### config.mk
export PLATFORM = sky130hd
export DESIGN_NAME = cmd_master_queued
export DESIGN_NICKNAME = d
export VERILOG_FILES = /design/src/rtl/cmd_master_queued.sv
export SDC_FILE = /design/constraint.sdc
export NUM_CORES = 1
export LEC_CHECK = 0
export BUFFER_PORTS_ARGS = -buffer_cell sky130_fd_sc_hd__buf_2
export CORE_UTILIZATION = 40
export DETAILED_ROUTE_END_ITERATION = 8
export HOLD_SLACK_MARGIN = 0.08
export SYNTH_ARGS = -nofsm -noshare
export SYNTH_HDL_FRONTEND = slang
export SYNTH_SLANG_ARGS = --single-unit
### constraint.sdc
create_clock -name CLK_host -period 7.23 [get_ports CLK_host]
set_clock_uncertainty 0.2 [all_clocks]
set_input_delay 1.0845 -clock CLK_host [delete_from_list [all_inputs] [get_ports CLK_host]]
set_output_delay 1.0845 -clock CLK_host [all_outputs]
set_load 0.02 [all_outputs]
### src/rtl/cmd_master_queued.sv
// ----------------------------------------------------------------------------
// cmd_master_queued : queued SD host command master, REQ/ACK to the CMD PHY.
// Optional retry-on-timeout when CMD_MASTER_RETRY_EN is defined.  Rev 1.0
// ----------------------------------------------------------------------------
`timescale 1ns/1ps
`default_nettype none

module cmd_master_queued #(
  parameter int DEPTH     = 4,
  parameter int MAX_RETRY = 2,
  parameter int TO_W      = 16
) (
  input  logic            CLK_host,
  input  logic            reset,
  input  logic            new_cmd,
  input  logic [5:0]      cmd_index,
  input  logic [31:0]     cmd_arg,
  input  logic            resp_long,
  input  logic [TO_W-1:0] timeout_value,
  input  logic            cmd_error,
  input  logic            ACK_in,
  input  logic            REQ_in,
  input  logic [135:0]    cmd_response,
  output logic [37:0]     cmd_out,
  output logic            REQ_out,
  output logic            ACK_out,
  output logic [5:0]      response_index,
  output logic [31:0]     response_arg,
  output logic [127:0]    response_long,
  output logic            cmd_busy,
  output logic            queue_full,
  output logic            cmd_complete,
  output logic            cmd_index_error,
  output logic            timeout_error
);

  localparam int            AW      = $clog2(DEPTH);
  localparam logic [AW:0]   PTR_ONE = (AW+1)'(1);
  localparam logic [TO_W-1:0] CNT_ONE = TO_W'(1);

  typedef enum logic [2:0] {
    IDLE      = 3'd0,
    SEND      = 3'd1,
    WAIT_RESP = 3'd2,
    RESP_ACK  = 3'd3,
    DONE      = 3'd4
  } state_t;

  state_t state;

  logic [5:0]  fifo_index [DEPTH];
  logic [31:0] fifo_arg   [DEPTH];
  logic        fifo_long  [DEPTH];

  logic [AW:0]   wr_ptr, rd_ptr;
  logic [AW-1:0] wr_idx, rd_idx;
  logic          fifo_empty, fifo_full, push, pop;

  logic            inflight_long;
  logic [TO_W-1:0] to_cnt, to_next;
  logic            timeout_hit, retry_allowed;
  logic            unused_resp_hi;

  assign wr_idx     = wr_ptr[AW-1:0];
  assign rd_idx     = rd_ptr[AW-1:0];
  assign fifo_empty = (wr_ptr == rd_ptr);
  assign fifo_full  = (wr_ptr[AW] != rd_ptr[AW]) && (wr_idx == rd_idx);

  // An abort discards a same-cycle push as well as everything queued.
  assign push = new_cmd && !fifo_full && !cmd_error;
  assign pop  = (state == IDLE) && !fifo_empty && !cmd_error;

  assign queue_full = fifo_full;
  assign cmd_busy   = (state != IDLE) || !fifo_empty;

  assign to_next     = to_cnt + CNT_ONE;
  assign timeout_hit = (timeout_value != '0) && (to_next == timeout_value);

  assign unused_resp_hi = ^cmd_response[135:128];

`ifdef CMD_MASTER_RETRY_EN
  localparam logic [3:0] RETRY_LIMIT = 4'(MAX_RETRY);
  logic [3:0] retry_cnt;
  assign retry_allowed = (retry_cnt < RETRY_LIMIT);
`else
  // Without retry support MAX_RETRY has no effect: never re-issue.
  assign retry_allowed = (MAX_RETRY < 0);
`endif

  always_ff @(posedge CLK_host) begin
    if (push) begin
      fifo_index[wr_idx] <= cmd_index;
      fifo_arg[wr_idx]   <= cmd_arg;
      fifo_long[wr_idx]  <= resp_long;
    end
  end

  always_ff @(posedge CLK_host or negedge reset) begin
    if (!reset) begin
      state           <= IDLE;
      wr_ptr          <= '0;
      rd_ptr          <= '0;
      cmd_out         <= '0;
      inflight_long   <= 1'b0;
      REQ_out         <= 1'b0;
      ACK_out         <= 1'b0;
      to_cnt          <= '0;
      response_index  <= '0;
      response_arg    <= '0;
      response_long   <= '0;
      cmd_complete    <= 1'b0;
      cmd_index_error <= 1'b0;
      timeout_error   <= 1'b0;
`ifdef CMD_MASTER_RETRY_EN
      retry_cnt       <= '0;
`endif
    end else begin
      cmd_complete    <= 1'b0;
      cmd_index_error <= 1'b0;
      timeout_error   <= 1'b0;
      if (push) wr_ptr <= wr_ptr + PTR_ONE;

      if (cmd_error) begin
        rd_ptr  <= wr_ptr;
        REQ_out <= 1'b0;
        ACK_out <= 1'b0;
        state   <= IDLE;
`ifdef CMD_MASTER_RETRY_EN
        retry_cnt <= '0;
`endif
      end else begin
        case (state)
          IDLE: begin
            if (pop) begin
              cmd_out       <= {fifo_index[rd_idx], fifo_arg[rd_idx]};
              inflight_long <= fifo_long[rd_idx];
              rd_ptr        <= rd_ptr + PTR_ONE;
              REQ_out       <= 1'b1;
              state         <= SEND;
`ifdef CMD_MASTER_RETRY_EN
              retry_cnt     <= '0;
`endif
            end
          end

          SEND: begin
            if (ACK_in) begin
              REQ_out <= 1'b0;
              to_cnt  <= '0;
              state   <= WAIT_RESP;
            end
          end

          WAIT_RESP: begin
            // A response sampled on the deadline edge still wins.
            if (REQ_in) begin
              response_arg <= cmd_response[31:0];
              if (inflight_long) begin
                response_index <= '0;
                response_long  <= cmd_response[127:0];
              end else begin
                response_index <= cmd_response[37:32];
                response_long  <= '0;
              end
              ACK_out <= 1'b1;
              state   <= RESP_ACK;
            end else if (timeout_hit) begin
              if (retry_allowed) begin
`ifdef CMD_MASTER_RETRY_EN
                retry_cnt <= retry_cnt + 4'd1;
`endif
                REQ_out <= 1'b1;
                state   <= SEND;
              end else begin
                timeout_error <= 1'b1;
`ifdef CMD_MASTER_RETRY_EN
                retry_cnt     <= '0;
`endif
                state         <= IDLE;
              end
            end else begin
              to_cnt <= to_next;
            end
          end

          RESP_ACK: begin
            if (!REQ_in) begin
              ACK_out         <= 1'b0;
              cmd_complete    <= 1'b1;
              cmd_index_error <= !inflight_long && (response_index != cmd_out[37:32]);
              state           <= DONE;
            end
          end

          DONE:    state <= IDLE;
          default: state <= IDLE;
        endcase
      end
    end
  end

endmodule

`default_nettype wire

# Word-level counts from Yosys, hierarchy flattened
# Memories as Yosys holds them, arrays and structs flattened. A register that Yosys moved wholly into a read port is not among the register bits.
# Index checks and enable logic that the tools add are counted.
dict set report totals {
  register_bits 196
  mem_bits_rw 156
  inputBits 197
  out_inout_bits 211
  word_cells 101
  n_memories 3
}
dict set report classes {
  n_addsub 3
  n_eq_ne 16
  n_mux 36
  n_bitwise 1
  n_reduce_logical 30
}
# name words word_bits read_ports rd_ports_with_merged_regs wr line_no
set mem_list {}
lappend mem_list {fifo_arg 4 32 1 1 1 52} ;# logic [31:0] fifo_arg [DEPTH];
lappend mem_list {fifo_index 4 6 1 1 1 51} ;# logic [5:0] fifo_index [DEPTH];
lappend mem_list {fifo_long 4 1 1 1 1 53} ;# logic fifo_long [DEPTH];
# operator count
set ops {}
lappend ops {{2-to-1 mux 128 bit} 1}
lappend ops {{2-to-1 mux 16 bit} 3}
lappend ops {{one-hot mux 16 bit (2 select lines)} 1}
lappend ops {{2-to-1 mux 3 bit} 9}
lappend ops {{2-to-1 mux 1 bit} 18}
lappend ops {{adder 16 x 1 -> 16 bit, second input constant} 1}
lappend ops {{equality test 16 bit} 1}
lappend ops {{nonzero test 16 bit} 1}
lappend ops {{inequality test 3 bit, second input constant} 4}
lappend ops {{one-hot mux 3 bit (4 select lines)} 1}
lappend ops {{AND reduction 3 bit} 4}
lappend ops {{nonzero test 3 bit} 3}
lappend ops {{logical AND 1 bit} 7}
lappend ops {{zero test 1 bit} 7}
lappend ops {{adder 3 x 1 -> 3 bit, second input constant} 2}
lappend ops {{equality test 3 x 2 -> 1 bit, second input constant} 2}
lappend ops {{2-to-1 mux 6 bit} 1}
lappend ops {{inequality test 2 bit, second input constant} 3}
lappend ops {{inequality test 6 bit} 1}
lappend ops {{nonzero test 2 bit} 3}
lappend ops {{AND reduction 5 bit} 1}
lappend ops {{inequality test 4 bit, second input constant} 1}
lappend ops {{one-hot mux 1 bit (2 select lines)} 2}
lappend ops {{AND reduction 4 bit} 1}
lappend ops {{8 further kinds} 8}

# Depth between registers and ports, before layout
dict set report depth {
  word_depth 7
  ltp_mapped 12
  ltp_nobuf 8
}

# Least setup slack after synthesis
# No wires, ideal clock.
dict set report synth_path {
  path_kind {in2reg}
  start {input port cmd_error}
  end {memory fifo_arg[3][0], enable pin}
  setup_time_ps 402
  t_arrival_ps 2597
  t_required_ps 6628
  path_slack_ps 4032
  cell_stages 2
  path_buffers 0
  cell_sequence {nor3b_1 -> and2_1}
}
dict set report synth_between {
  elab_chain_len 4
}
# element line_no
set synth_rtl {}
lappend synth_rtl {{start: declaration} 20} ;# input logic cmd_error,
lappend synth_rtl {{zero test 1 bit} 70} ;# assign push = new_cmd && !fifo_full && !cmd_error;
lappend synth_rtl {{logical AND 1 bit} 70}
lappend synth_rtl {{2-to-1 mux 1 bit} 91} ;# if (push) begin
lappend synth_rtl {{2-to-1 mux 1 bit (implied by the code)} 93} ;# fifo_arg[wr_idx] <= cmd_arg;
lappend synth_rtl {{end: declaration} 52}
# No other way between the ends.

# Worst setup path after layout
dict set report layout_path {
  start {register to_cnt[0]}
  end {register to_cnt[3]}
}
dict set report layout_between {
  elab_chain_len 5
  word_cells_on_any_way 8
  cone_classes {add/sub (1); eq/ne (2); mux (3); reduce/logical (2)}
}
# element line_no
set layout_rtl {}
lappend layout_rtl {{start: declaration} 60} ;# logic [TO_W-1:0] to_cnt, to_next;
lappend layout_rtl {{start signal: assignment} 182} ;# to_cnt <= to_next;
lappend layout_rtl {{adder 16 x 1 -> 16 bit (*)} 76} ;# assign to_next = to_cnt + CNT_ONE;
lappend layout_rtl {{equality test 16 bit} 77} ;# assign timeout_hit = (timeout_value != '0) && (to_next == timeout_value);
lappend layout_rtl {{logical AND 1 bit} 77}
lappend layout_rtl {{inequality test 2 bit (no source line)} -}
lappend layout_rtl {{AND reduction 5 bit (no source line)} -}
# Mark *: on every way between the ends. The rest lies on a longest branch, timed or not. The select of a mux whose other input is x is not followed.
# A chain may end at the register's enable or synchronous reset.

==> results.yml <==
yosys:
  synth_compound_area_frac: 0.0796
  async_flop_share: 0.601
  yosysSeqAreaShare: 0.651
  ys_ff_latch: 391
  synth_adder_area_share: 0.00463
  synthTopCellsByArea: "dfrtp_1 (36%), edfxtp_1 (29%), nand2_1 (7.0%)"
  synth_top_family_by_area: "simple AND/OR/NAND/NOR gates"
  synth-edff-count: 156
  syn_avg_cell_area_sq_um: 12.8
  synth_area_sq_um: 16200
  synth.most_common_cell: "nand2_1"
  yosys.cell_types.count: 70
  yosys.area_share.simple: 0.118
  ys.flop_type: "dfrtp_1"
  yosys.area.top_type: "dfrtp_1"
  syn_inst: 1272
  synthXorXnorAreaFrac: 0.0146
  yosys-top-cells-count: "nand2_1 (304), dfrtp_1 (235), edfxtp_1 (156)"
  synth_top_area_frac: 0.363
  synth_warnings: 0
  synthesis.nets: 1475
  muxShareOfSynthArea: 0.106
die:
  start_util: 0.407
  design.core.area_sq_um: 39800
  dieArea_sq_um: 41400
  ios: 408
  die_w_microns: 203
  die_h_microns: 203
  rows: 73
layout:
  drive_above_1_share: 0.371
  final_nets: 1849
  syn2layout_area_growth_pct: 23.6
  fin_area_sq_um: 20000
  fill_cells: 3594
global_routing:
  grt_usage: 0.197
  grt_overflow_total: 0
  met1_usage: 0.251
  grt_pass1_wl_microns: 63100
  grt_antenna_before_repair: 8
  grt_max_degree: 122
  grt_pass1_vias: 11100
  grtUsageMet2: 0.319
  grt_most_used_layer: "met2"
  use_met3: 0.0564
detailed_routing:
  drtAntennaViolNets: 0
  initialDrtViolationCount: 761
  routed_wl_microns: 40900
  num_vias: 11000
  vias_per_cell: 4.98
  post_drt_wl_per_cell_microns: 18.5
  dr.pass1.iters: 5
  remaining_drc_errors: 0
cts:
  root_buffer: "clkbuf_16"
  cts_buffers: 44
  cts_setup_buffers: 0
  clk_pin_slew_ps: 60
  cts_tree: "yes"
  cts_max_level: 2
  cts_resized: 0
  cts_buffer_depth: 3
  holdBufCountCts: 0
  cts_sinks: 391
  clock_latency_ps: 560
sta:
  hold_viol: 0
  maxSlewViolCount: 0
  period_share: 0.529
  worst_pin_slew_ps: 968
  grt_setup_unrepaired: "no"
  period_needed_ps: 3830
  fin_tns_setup_ps: 0
  setup_violations: 0
  worst_slack_ps: 3400
  hold_ws_ps: 271
  slew_headroom: 0.354
  fmax_ghz: 0.261
critical_path:
  slowest_delay_ps: 620
  worstSetupEndpointType: "register"
  cpMostUsedCell: "nand3_1"
  cp_data_required_time_ps: 7460
  worstPathArrival_ps: 4060
  path_cells: "ha_1, nand3_1, o41ai_2, nand3_1, nor4_2, nand4_2, and2_4, a32o_1"
  crit_path_start_kind: "register"
  crit_type: "reg2reg"
  path_max_fanout: 20
  crit_slowest_cell: "nand4_2"
placed_design:
  port_buffers: 399
  dp_slack_ps: 3060
  dp_hpwl_microns: 27500
  routabilityCongestion: 0.916
  dpl_cell_area_sq_um: 18600
power_and_ir_drop:
  finalPower_mw: 7.73
  power_density_nw_per_um2: 385
  ir_worst_vdd_v: 0.000303
  p_leak_nw: 8.97
run_status:
  outcome: "complete, no violations"
flow_run:
  maxCapViolCount: 0
min_path:
  hp-class: "reg2reg"
path summary, 6_finish.rpt:
check / slack, ps / depth (start not counted) / to / startpoint
worst max-delay path: 3400 / 8 / to_cnt[3] / to_cnt[0]
worst min-delay path: 270 / 2 / response_long[93] / response_long[93]
worst min register to register: 270 / 2 / response_long[93] / response_long[93]
min in group asynchronous: 390 / 1 / response_arg[12] / reset
max in group asynchronous: 5150 / 2 / response_long[101] / reset
worst max register to register: 3400 / 8 / to_cnt[3] / to_cnt[0]
state kept, by name, indices dropped and copies added, names as in the netlist, 4 cells and up:
name and count:
response_long 128, to_cnt 16, response_arg 32, fifo_arg 128, fifo_index 24, fifo_long 4
cmd_out 38, response_index 6
per-stage QoR:
| step | std cells | utilization |
|---|---|---|
| 2_1_floorplan | 1272 | - |
| 4_1_cts | 2206 | 0.503 |
| 3_5_place_dp | 2125 | 0.468 |
| 6_report | 2213 | 0.503 |
| 3_3_place_gp | 2125 | 0.468 |
| 5_1_grt | 2208 | 0.503 |
logic make-up after synthesis:
group                    Yosys count
flip-flops                       391
AND/OR/NAND/NOR                  426
adder cells (fa/ha/maj)            6
buffers and inverters             95
AO/OA/AOI/OAI                    214
multiplexers                     113
XOR/XNOR                          27
where the power goes:
group          switching (mW)  leakage (nW)  internal (mW)
clock                   0.904         0.683           1.23
sequential              0.308          4.48           2.85
combinational            1.47          3.80          0.966
total                    2.68          8.97           5.04
cell type report:
class	count	area [sq um]	area share
Tap cell	525	657	0.0328
Sequential cell	391	10600	0.527
Timing Repair Buffer	412	2120	0.106
Multi-Input combinational cell	786	5250	0.262
Antenna cell	7	17.5	0.000874
Clock buffer	60	1220	0.0609
Clock inverter	21	175	0.00874
Inverter	11	41.3	0.00206
cells in the final DEF (no fill, tap or decap), types with 9 or more instances in the layout:
cell type,Yosys,routed
a21oi_1,9,9
nand2_1,304,303
clkbuf_16,0,44
o21ai_0,145,145
mux2_2,71,71
mux4_2,39,39
buf_4,3,12
clkinv_2,0,9
buf_2,12,398
xnor2_1,17,17
nand2b_1,10,10
dfrtp_1,235,232
nor3_1,16,16
clkbuf_1,63,10
inv_1,11,11
xor2_1,10,10
nand3_1,11,11
nor2_1,24,24
a21o_1,11,11
edfxtp_1,156,156
metal layers:
layer | part of all wire | up-vias
met4 | 0.027 | 2
met2 | 0.49 | 284
met5 | 0.00024 | -
li1 | - | 5288
met1 | 0.41 | 5382
met3 | 0.072 | 71
worst max-delay path: cells and delay by family, from the launching register on:
kind                       cells  cell delay (ps)
adders and majority gates      1              430
DFF                            1              550
and+or+nand+nor                5             1830
AOI/OAI and AO/OA              2              690
No activity file was read; power rests on OpenSTA's default activity.
